[src/rtl/usb_tx_packet_ctrl.sv]
// Packet sequencer for the USB transmit path: feeds SYNC, PID and payload bytes to the
// shifter with at least 3 clocks between loads, then drives EOP and signals completion.
module usb_tx_packet_ctrl #(
  parameter int unsigned LEN_W      = 7,
  parameter int unsigned MAX_LEN    = 64,
  parameter logic [7:0]  SYNC_BYTE  = 8'h80,
  parameter int unsigned EOP_CYCLES = 2
) (
  input  logic             clk,
  input  logic             n_rst,
  input  logic             tx_start,
  input  logic [3:0]       tx_pid,
  input  logic [LEN_W-1:0] tx_len,
  input  logic             src_empty,
  input  logic [7:0]       src_data,
  output logic             src_pop,
  input  logic             shift_ready,
  output logic             load_enable,
  output logic [7:0]       tx_byte,
  output logic             eop,
  output logic             busy,
  output logic             done,
  output logic             underrun
);

  localparam int unsigned EOP_W = (EOP_CYCLES > 1) ? $clog2(EOP_CYCLES) : 1;

  typedef enum logic [2:0] {
    ST_IDLE  = 3'd0,
    ST_SYNC  = 3'd1,
    ST_PID   = 3'd2,
    ST_DATA  = 3'd3,
    ST_DRAIN = 3'd4,
    ST_EOP   = 3'd5,
    ST_DONE  = 3'd6
  } state_e;

  state_e           state_q, state_d;
  logic [3:0]       pid_q, pid_d;
  logic [LEN_W-1:0] cnt_q, cnt_d;
  logic [EOP_W-1:0] eop_cnt_q, eop_cnt_d;
  logic             ld_d1_q, ld_d1_d;
  logic             load_enable_q, load_enable_d;
  logic [7:0]       tx_byte_q, tx_byte_d;
  logic             src_pop_q, src_pop_d;
  logic             eop_q, eop_d;
  logic             busy_q, busy_d;
  logic             done_q, done_d;
  logic             underrun_q, underrun_d;
  logic             slot_ok;
  logic [LEN_W-1:0] len_clamped;

  // A load may only be decided when the shifter is ready and no load was issued in the last two clocks
  assign slot_ok     = shift_ready && !load_enable_q && !ld_d1_q;
  assign len_clamped = (tx_len > LEN_W'(MAX_LEN)) ? LEN_W'(MAX_LEN) : tx_len;

  always_comb begin
    state_d       = state_q;
    pid_d         = pid_q;
    cnt_d         = cnt_q;
    eop_cnt_d     = eop_cnt_q;
    ld_d1_d       = load_enable_q;
    load_enable_d = 1'b0;
    tx_byte_d     = tx_byte_q;
    src_pop_d     = 1'b0;
    eop_d         = eop_q;
    busy_d        = busy_q;
    done_d        = 1'b0;
    underrun_d    = 1'b0;

    unique case (state_q)
      ST_IDLE: begin
        if (tx_start) begin
          pid_d   = tx_pid;
          cnt_d   = len_clamped;
          busy_d  = 1'b1;
          state_d = ST_SYNC;
        end
      end
      ST_SYNC: begin
        if (slot_ok) begin
          load_enable_d = 1'b1;
          tx_byte_d     = SYNC_BYTE;
          state_d       = ST_PID;
        end
      end
      ST_PID: begin
        if (slot_ok) begin
          load_enable_d = 1'b1;
          tx_byte_d     = {~pid_q, pid_q};
          state_d       = (cnt_q != '0) ? ST_DATA : ST_DRAIN;
        end
      end
      ST_DATA: begin
        if (slot_ok) begin
          if (!src_empty) begin
            load_enable_d = 1'b1;
            tx_byte_d     = src_data;
            src_pop_d     = 1'b1;
            cnt_d         = cnt_q - LEN_W'(1);
            if (cnt_q == LEN_W'(1)) begin
              state_d = ST_DRAIN;
            end
          end else begin
            // Source ran dry: drop the rest of the payload and close the packet
            underrun_d = 1'b1;
            cnt_d      = '0;
            state_d    = ST_DRAIN;
          end
        end
      end
      ST_DRAIN: begin
        if (slot_ok) begin
          eop_d     = 1'b1;
          eop_cnt_d = '0;
          state_d   = ST_EOP;
        end
      end
      ST_EOP: begin
        if (eop_cnt_q == EOP_W'(EOP_CYCLES - 1)) begin
          eop_d   = 1'b0;
          done_d  = 1'b1;
          busy_d  = 1'b0;
          state_d = ST_DONE;
        end else begin
          eop_cnt_d = eop_cnt_q + EOP_W'(1);
        end
      end
      ST_DONE: begin
        state_d = ST_IDLE;
      end
      default: begin
        state_d = ST_IDLE;
      end
    endcase
  end

  always_ff @(posedge clk) begin
    if (!n_rst) begin
      state_q       <= ST_IDLE;
      pid_q         <= '0;
      cnt_q         <= '0;
      eop_cnt_q     <= '0;
      ld_d1_q       <= 1'b0;
      load_enable_q <= 1'b0;
      tx_byte_q     <= '0;
      src_pop_q     <= 1'b0;
      eop_q         <= 1'b0;
      busy_q        <= 1'b0;
      done_q        <= 1'b0;
      underrun_q    <= 1'b0;
    end else begin
      state_q       <= state_d;
      pid_q         <= pid_d;
      cnt_q         <= cnt_d;
      eop_cnt_q     <= eop_cnt_d;
      ld_d1_q       <= ld_d1_d;
      load_enable_q <= load_enable_d;
      tx_byte_q     <= tx_byte_d;
      src_pop_q     <= src_pop_d;
      eop_q         <= eop_d;
      busy_q        <= busy_d;
      done_q        <= done_d;
      underrun_q    <= underrun_d;
    end
  end

  assign load_enable = load_enable_q;
  assign tx_byte     = tx_byte_q;
  assign src_pop     = src_pop_q;
  assign eop         = eop_q;
  assign busy        = busy_q;
  assign done        = done_q;
  assign underrun    = underrun_q;

endmodule

[config.mk]
export PLATFORM = sky130hd
export DESIGN_NAME = usb_tx_packet_ctrl
export DESIGN_NICKNAME = d
export VERILOG_FILES = /design/src/rtl/usb_tx_packet_ctrl.sv
export SDC_FILE = /design/constraint.sdc
export NUM_CORES = 1
export LEC_CHECK = 0
export CORE_MARGIN = 5
export CORE_UTILIZATION = 49
export CTS_BUF_LIST = sky130_fd_sc_hd__clkbuf_4 sky130_fd_sc_hd__clkbuf_8 sky130_fd_sc_hd__clkbuf_16
export DETAILED_ROUTE_END_ITERATION = 10
export HOLD_SLACK_MARGIN = 0.03
export PLACE_DENSITY_LB_ADDON = 0.1
export SYNTH_ARGS = -nofsm -noshare
export SYNTH_HDL_FRONTEND = slang
export SYNTH_SLANG_ARGS = --single-unit
export TNS_END_PERCENT = 30
[constraint.sdc]
create_clock -name clk -period 2.1 [get_ports clk]
set_input_delay 0.315 -clock clk [delete_from_list [all_inputs] [get_ports clk]]
set_output_delay 0.315 -clock clk [all_outputs]
set_load 0.02 [all_outputs]
---- After elaboration in Yosys (flattened, before gate mapping) ----
Cells that the tools add are included.
word-level totals
  register bits after elaboration ......... 30
  latch bits .............................. 0
  RAM bits ................................ 0
  memory bits (read-only) ................. 0
  bits of input ports ..................... 24
  word-level logic and storage cells ...... 85
  memories kept ........................... 0
operators by class
  add/subtract/negate cells ............... 2
  multiply operators ...................... 0
  div/mod/pow operators ................... 0
  order comparisons ....................... 1
  eq/ne operators ......................... 14
  shift-type cells ........................ 0
  mux-type cells .......................... 34
  bitwise gates (word level) .............. 1
  reduce and logical (&&, ||, !) cells .... 21
operator list
  cell                 number
  $mux 8               4
  $mux 7               4
  $mux 3               9
  $pmux 8 s3           1
  $pmux 3 s6           1
  $ne 2x2->1 const B   7
  $pmux 7 s2           1
  $reduce_and 3->1     4
  $mux 1               10
  $pmux 1 s2           4
  $reduce_and 2->1     4
  $eq 7x1->1 const B   1
  $gt 7x7->1 const B   1
  $reduce_and 7->1     1
  $reduce_bool 7->1    1
  $sub 7x1->7 const B  1
  $eq 3x2->1 const B   2
  $eq 3x3->1 const B   2
  $reduce_bool 2->1    3
  $reduce_and 5->1     1
  $not 4->4            1
  $eq 3x1->1 const B   1
  $logic_not 3->1      1
  $ne 3x3->1 const B   1
  other kinds (5)      7

---- Logic depth before layout (Yosys ltp) ----
  depth in word-level cells ............... 5
  mapped depth ............................ 7
  gate-level depth less buffers ........... 5

---- Worst setup path before layout ----
Ideal clock, no wire load.
  path type ............................... register to register
  start point ............................. reg load_enable_q, in the netlist load_enable
  end point ............................... reg tx_byte_q[0], in the netlist tx_byte[0]
  library setup time ...................... 0.132 ns
  arrival time ............................ 1.652 ns
  slack ................................... 0.316 ns
  stages on the path, launching flop included .. 7
  path through ............................ dfxtp_1 > or3b_1 > buf_2 > or4_1 > buf_2 > nand2_1 > a21oi_1
on the way
  word-level cells in the longest chain between the ends .. 5
  elaborated cells between the ends (all ways) .. 7
  those cells by class .................... eq/ne (3); reduce/logical (4)
ends and longest elaborated chain
  element                                RTL line  text
  start: declaration                     43        logic load_enable_q, load_enable_d;
  start signal: assignment               158       load_enable_q <= load_enable_d;
  $logic_not 1->1 (*)                    54        assign slot_ok = shift_ready && !load_enable_q && !ld_d1_q;
  $logic_and 1x1->1 (*) (2 in series)    54
  $ne 2x2->1 (no source line)            --
  $reduce_and 5->1 (no source line) (*)  --
  end signal: assignment                 159       tx_byte_q <= tx_byte_d;
  end: declaration                       44        logic [7:0] tx_byte_q, tx_byte_d;
Every way passes the cells marked *; elsewhere a longest branch is shown, timed or not.
A chain may end at the register's enable or synchronous reset.

---- Worst setup path in the final report ----
  start point ............................. reg state_q[0]
  end point ............................... reg state_q[0]
on the way
  word-level cells in the longest chain between the ends .. 3
  elaborated cells between the ends (all ways) .. 15
  those cells by class .................... eq/ne (12); mux (1); reduce/logical (2)
ends and longest elaborated chain
  element                                                    RTL line  text
  start: declaration                                         38        state_e state_q, state_d;
  start signal: assignment                                   153       state_q <= state_d;
  $eq 3x2->1, or another cell as far along                   71        unique case (state_q)
  $ne 3x3->1 (no source line) or $ne 2x2->1 (tied branches)  --
  $reduce_and 7->1 (no source line)                          --
Several ways; a longest one is shown, not always the timed one.

==> metrics.txt <==
GRT Total Usage 19.8%; CTS clk-pin slew, worst paths 0.10 ns; Worst EP required 2.34 ns; starting DRC count in detailed routing 141; ys flop type dfxtp_1; maximum fanout along the worst path 16; DRT Pass-1 Iters 5; Synth Area per Inst 8.52 sq um; synthesized instance count 182; final wirelength 3950 um; I/O Pins 38; clock sink total 30; effective utilization at floorplan 50.8%; Max Slew Vio Count 0; pwr dens just over 1000 nW/um^2; Hold/Removal Path Class reg2reg; Static Leak roughly 0.73 nW; unrepaired setup endpoints after global routing no; via count ~1500; TritonCTS clock tree done; cells resized by post-CTS repair 0; Yosys Warn Count 0; Skew-Pair Late Insertion Delay 0.34 ns; most frequent cells in the layout clkdlybuf4s50_1 (37), dfxtp_1 (30), nor2_1 (19); switch share 40.1%; Tot Pwr 2.11 mW; clock tree buffer depth 2; DIE AREA 4390 sq um; Post-Layout Inst Area 2070 sq um; commonest non-fill, non-tap cell in the layout clkdlybuf4s50_1; FMAX between 500 and 600 MHz; total negative setup slack 0 ns; hold slack 0.471 ns; vias in the first global route 1491; grt total ovfl 0; post-DR wirelength/cell roughly 15 um; Post-Syn Nets 209; postcts setup bufs 0; sequential share of the synthesized area about two fifths; DR vias/cell 5.65; row count 20; Critical Path Max Stage Delay between 0.6 and 0.7 ns; Crit Path Category reg2reg; Yosys cell types 51; layout cells sized above 1 around an eighth; Synth Register Bits 30; Filler Cell Count between 200 and 300; Async SR Flop Fraction 0%; Post-route DRC 0; H-tree depth 2; RePlAce Congestion around 0.87; Combinational Power Share 44.4%; first-pass GRT wire length 6720 um; Final HPWL DP 2990 um; Root Buffer clkbuf_4; critical path, cell by cell buf_4 > o21a_1 > nor3_1 > or4_1 > o311ai_1; Int Power approximately 1.3 mW; antenna viol nets, final 0; ANT cells 0; Worst path slowest cell dfxtp_1; Placed Area 2000 sq um; worst endpoint data arrival time 2.05 ns; Hold Buf Count CTS 0; Max VDD drop about 0.00066 V; crit start category flop; Util after Layout 67.7%; sw power between 800 and 900 uW; number of max-cap violations 0; Worst-Margin Slew 0.517 ns; crit share post-route 86.3%; total CTS buffers 5; die extent in x 66.3 um; Worst Setup End Kind flop; register share of total power 38.0%; Final Skew 0.0115 ns; Cell Area, Synth 1550 sq um; Core ar. 3050 sq um; Buf/Inv on CP 1; largest net degree at the start of global routing 28; status finished clean; initial antenna violation count 0; final hold vios 0; Die H 66.3 um; Rel. slew slack 65.5%; IO buf count 37; crit path time final about 1.8 ns; Clk pwr share between 10% and 20%; Final setup viols 0; Top Family by Delay on Critical Path flip-flops; Post-synth EDFFs 0; Net count, final 253; area grow syn2layout 33.2%
sequential cells by signal, summed over array words and instances (netlist names):
name	cells
eop_cnt_q	1
busy	1
done	1
eop	1
cnt_q	7
underrun	1
ld_d1_q	1
tx_byte	8
src_pop	1
state_q	3
pid_q	4
load_enable	1
cell families after synthesis:
kind of cell / after synthesis / synth area share [%]
fa+ha+maj: 3 / 2.42
compound gates: 52 / 22.0
buf+inv: 17 / 5.08
flops: 30 / 38.7
simple gates: 73 / 27.0
mux: 7 / 4.76
per-stage QoR:
| stage | std cells | worst slack [ns] |
|---|---|---|
| 2_1_floorplan | 182 | 0.316 |
| 3_3_place_gp | 263 | -0.0319 |
| 3_5_place_dp | 263 | -0.0495 |
| 4_1_cts | 271 | 0.285 |
| 5_1_grt | 271 | 0.0759 |
| 6_report | 271 | 0.287 |
power by group through the flow:
| stage | clock network, mW | registers (mW) | logic [mW] |
|---|---|---|---|
| 2_1_floorplan | 0 | 0.781 | 0.661 |
| 3_3_place_gp | 0 | 0.807 | 0.908 |
| 3_5_place_dp | 0 | 0.813 | 0.930 |
| 4_1_cts | 0.382 | 0.801 | 0.934 |
| 5_1_grt | 0.402 | 0.824 | 1.03 |
| 6_report | 0.373 | 0.801 | 0.937 |
cell type report:
class | count | area, sq um | area share [%]
Multi-Input combinational cell | 135 | 872 | 42.2
Timing Repair Buffer | 48 | 453 | 21.9
Sequential cell | 30 | 601 | 29.1
Inverter | 6 | 22.5 | 1.09
Clock buffer | 6 | 51.3 | 2.48
Clock inverter | 2 | 12.5 | 0.605
Tap cell | 44 | 55.1 | 2.66
cells in the mapped netlist (2+ instances only):
library cell / number / share of area [%]
a211oi_1: 2 / 0.97
a21oi_1: 13 / 4.2
a22oi_1: 2 / 0.97
a2bb2oi_1: 2 / 1.1
a311oi_1: 3 / 1.7
a31oi_1: 3 / 1.2
and3b_1: 2 / 1.1
buf_1: 2 / 0.48
buf_2: 3 / 0.97
clkbuf_1: 4 / 0.97
dfxtp_1: 30 / 39
ha_1: 3 / 2.4
inv_1: 5 / 1.2
mux2_2: 3 / 2.2
mux2i_1: 4 / 2.6
nand2_1: 15 / 3.6
nand3_1: 8 / 2.6
nand4_1: 2 / 0.81
nor2_1: 19 / 4.6
nor3_1: 8 / 2.6
nor3b_1: 3 / 1.5
o211ai_1: 2 / 0.97
o21a_1: 3 / 1.5
o21ai_0: 11 / 3.5
o31a_1: 2 / 1.1
or4_1: 3 / 1.5
final timing paths:
kind	slack, ns	depth (start not counted)	end	from
worst min register to register	0.47	2	tx_byte[7]	tx_byte[7]
worst min-delay path	0.47	2	tx_byte[7]	tx_byte[7]
worst max-delay path	0.29	5	state_q[0]	state_q[0]
worst max register to register	0.29	5	state_q[0]	state_q[0]
routing by layer:
layer | wire, um | GRT usage [%] | vias up
li1 | - | - | 759
met1 | 1850 | 25.5 | 715
met2 | 1830 | 31.0 | 51
met3 | 221 | 5.95 | 7
met4 | 55 | 7.36 | 0
met5 | 0 | 0 | -
worst reg2reg max path: cells and delay by family, from the launching register on:
family / cells / cell delay (ns)
AO/OA/AOI/OAI: 2 / 0.23
buffers and inverters: 1 / 0.29
flip-flops: 1 / 0.65
AND/OR/NAND/NOR: 2 / 0.55
No activity file was read; power rests on OpenSTA's default activity.
==> RTL edit, RTL diff (same flow settings) <==
Take the reset off `tx_byte_q` and load it in a clocked block of its own.
--- a/src/rtl/usb_tx_packet_ctrl.sv
+++ b/src/rtl/usb_tx_packet_ctrl.sv
@@ -143,7 +143,6 @@
       eop_cnt_q     <= '0;
       ld_d1_q       <= 1'b0;
       load_enable_q <= 1'b0;
-      tx_byte_q     <= '0;
       src_pop_q     <= 1'b0;
       eop_q         <= 1'b0;
       busy_q        <= 1'b0;
@@ -156,13 +155,16 @@
       eop_cnt_q     <= eop_cnt_d;
       ld_d1_q       <= ld_d1_d;
       load_enable_q <= load_enable_d;
-      tx_byte_q     <= tx_byte_d;
       src_pop_q     <= src_pop_d;
       eop_q         <= eop_d;
       busy_q        <= busy_d;
       done_q        <= done_d;
       underrun_q    <= underrun_d;
     end
+  end
+
+  always_ff @(posedge clk) begin
+    tx_byte_q <= tx_byte_d;
   end
 
   assign load_enable = load_enable_q;
Function: differs if n_rst is asserted again (counterexample within 4 cycles, from zero or initial values and one cycle with n_rst low); with n_rst held inactive, the same outputs for 10 cycles.
==> RTL edit against the original RTL <==
Power increased by 3.5%; clock skew increased by 0.0024 ns; sequential share of layout area increased by 4.8 points; cell area decreased by 2.8%; area after synthesis decreased by 1.0%; worst setup slack improved by 0.029 ns; sequential cell count unchanged; wire length decreased by 5.1%; largest cell class unchanged; highest routed layer unchanged.
==> RTL edit: results (changes against the original RTL) <==
Timing
  • Hold WS: 0.526 ns (+0.0550 ns)
  • Slew @ Worst Pin: 0.572 ns (+0.0552 ns)
  • Worst Skew: 0.0140 ns (+0.00244 ns)

Synthesis
  • Most common library cells after synthesis: nor2_1, dfxtp_1, a21oi_1, nand2_1, mux2i_1
  • Post-synthesis mux area share: 0.0587 (+0.0111)
  • Adder-cell share of the synthesized area: 0.0244 (+0.000256)
  • Synthesized net count: 197 (-5.7%)
  • Post-synth EDFFs: 8 (+8)
  • Register area share after synthesis: 0.443 (+0.0563)

Finish
  • Fill cells: 274 (+1.5%)
  • Non-Filler Instances: 255 (-5.9%)
  • Share of cells above drive strength 1: 0.0995 (-0.0194)
  • Final nets: 237 (-6.3%)

Global routing
  • First-pass GRT wire length: 6330 microns (-5.8%)
  • Largest net degree at the start of global routing: 19 (-32%)
  • Tot GR Track Use: 0.191 (-0.00745)

Critical path
  • Critical Path Fanout Max: 18 (+2)
  • Worst R2R Setup Slack: 0.32 ns (+0.03 ns)
  • CP peak stage delay: 0.69 ns (+0.04 ns)

Power and ir drop
  • Leak Pwr: 0.728 nW (-0.87%)
  • VDD IR max: 533 uV (-19%)

Routing
  • Initial DRT Pass Iterations: 4 (-1)
  • WL/cell: 14.7 microns (+0.85%)

Placement
  • Pre-CTS setup slack: 0.133 ns (+0.182 ns)
  • DP Area: 0.00195 sq mm (-2.5%)
  • Routability cong.: 0.939 (+8.4%)

Outcome
  • Outcome: completed

Hold path
  • Worst Hold Launch: load_enable
RTL edit: changes by cell type in the layout (fill, tap and decap cells not counted), moves of 7 or more:
cell / unedited run / this run
nor2_1: 19 / 26
nand3_1: 8 / 1
o21ai_0: 11 / 3
edfxtp_1: 0 / 8
dfxtp_1: 30 / 22
RTL edit: where the power goes:
part | total, mW | internal (mW) | switching, mW
logic | 0.963 | 0.443 | 0.519
clock network | 0.329 | 0.140 | 0.189
registers | 0.892 | 0.733 | 0.159
total | 2.18 | 1.32 | 0.867
RTL edit: kinds of logic after synthesis:
group | Yosys count
AND/OR/NAND/NOR | 69
adder cells (fa/ha/maj) | 3
flip-flops | 30
AO/OA/AOI/OAI | 41
multiplexers | 9
buffers and inverters | 18
RTL edit: worst max-delay path: cells and delay by family (launching register included):
family / cells / cell delay, ns
AOI/OAI and AO/OA: 3 / 0.53
DFF: 1 / 0.69
and+or+nand+nor: 2 / 0.48
RTL edit: routing by layer:
layer / up-vias / part of all wire / GRT usage
met5: - / 0 / 0
met4: 0 / 0.025 / 0.0863
met3: 11 / 0.064 / 0.0527
met2: 54 / 0.48 / 0.308
met1: 639 / 0.43 / 0.235
li1: 684 / - / -
RTL edit: worst paths after layout:
path                                 end  cells past startpoint
worst max register to register  cnt_q[1]                      5
worst max-delay path            cnt_q[1]                      5
worst min register to register   ld_d1_q                      1
worst min-delay path             ld_d1_q                      1
RTL edit: cell type report:
class / instances / area [sq um] / area share
Multi-Input combinational cell: 122 / 772 / 0.384
Sequential cell: 30 / 681 / 0.339
Clock inverter: 2 / 10.0 / 0.00498
Timing Repair Buffer: 43 / 415 / 0.207
Tap cell: 44 / 55.1 / 0.0274
Inverter: 8 / 30.0 / 0.0150
Clock buffer: 6 / 45.0 / 0.0224
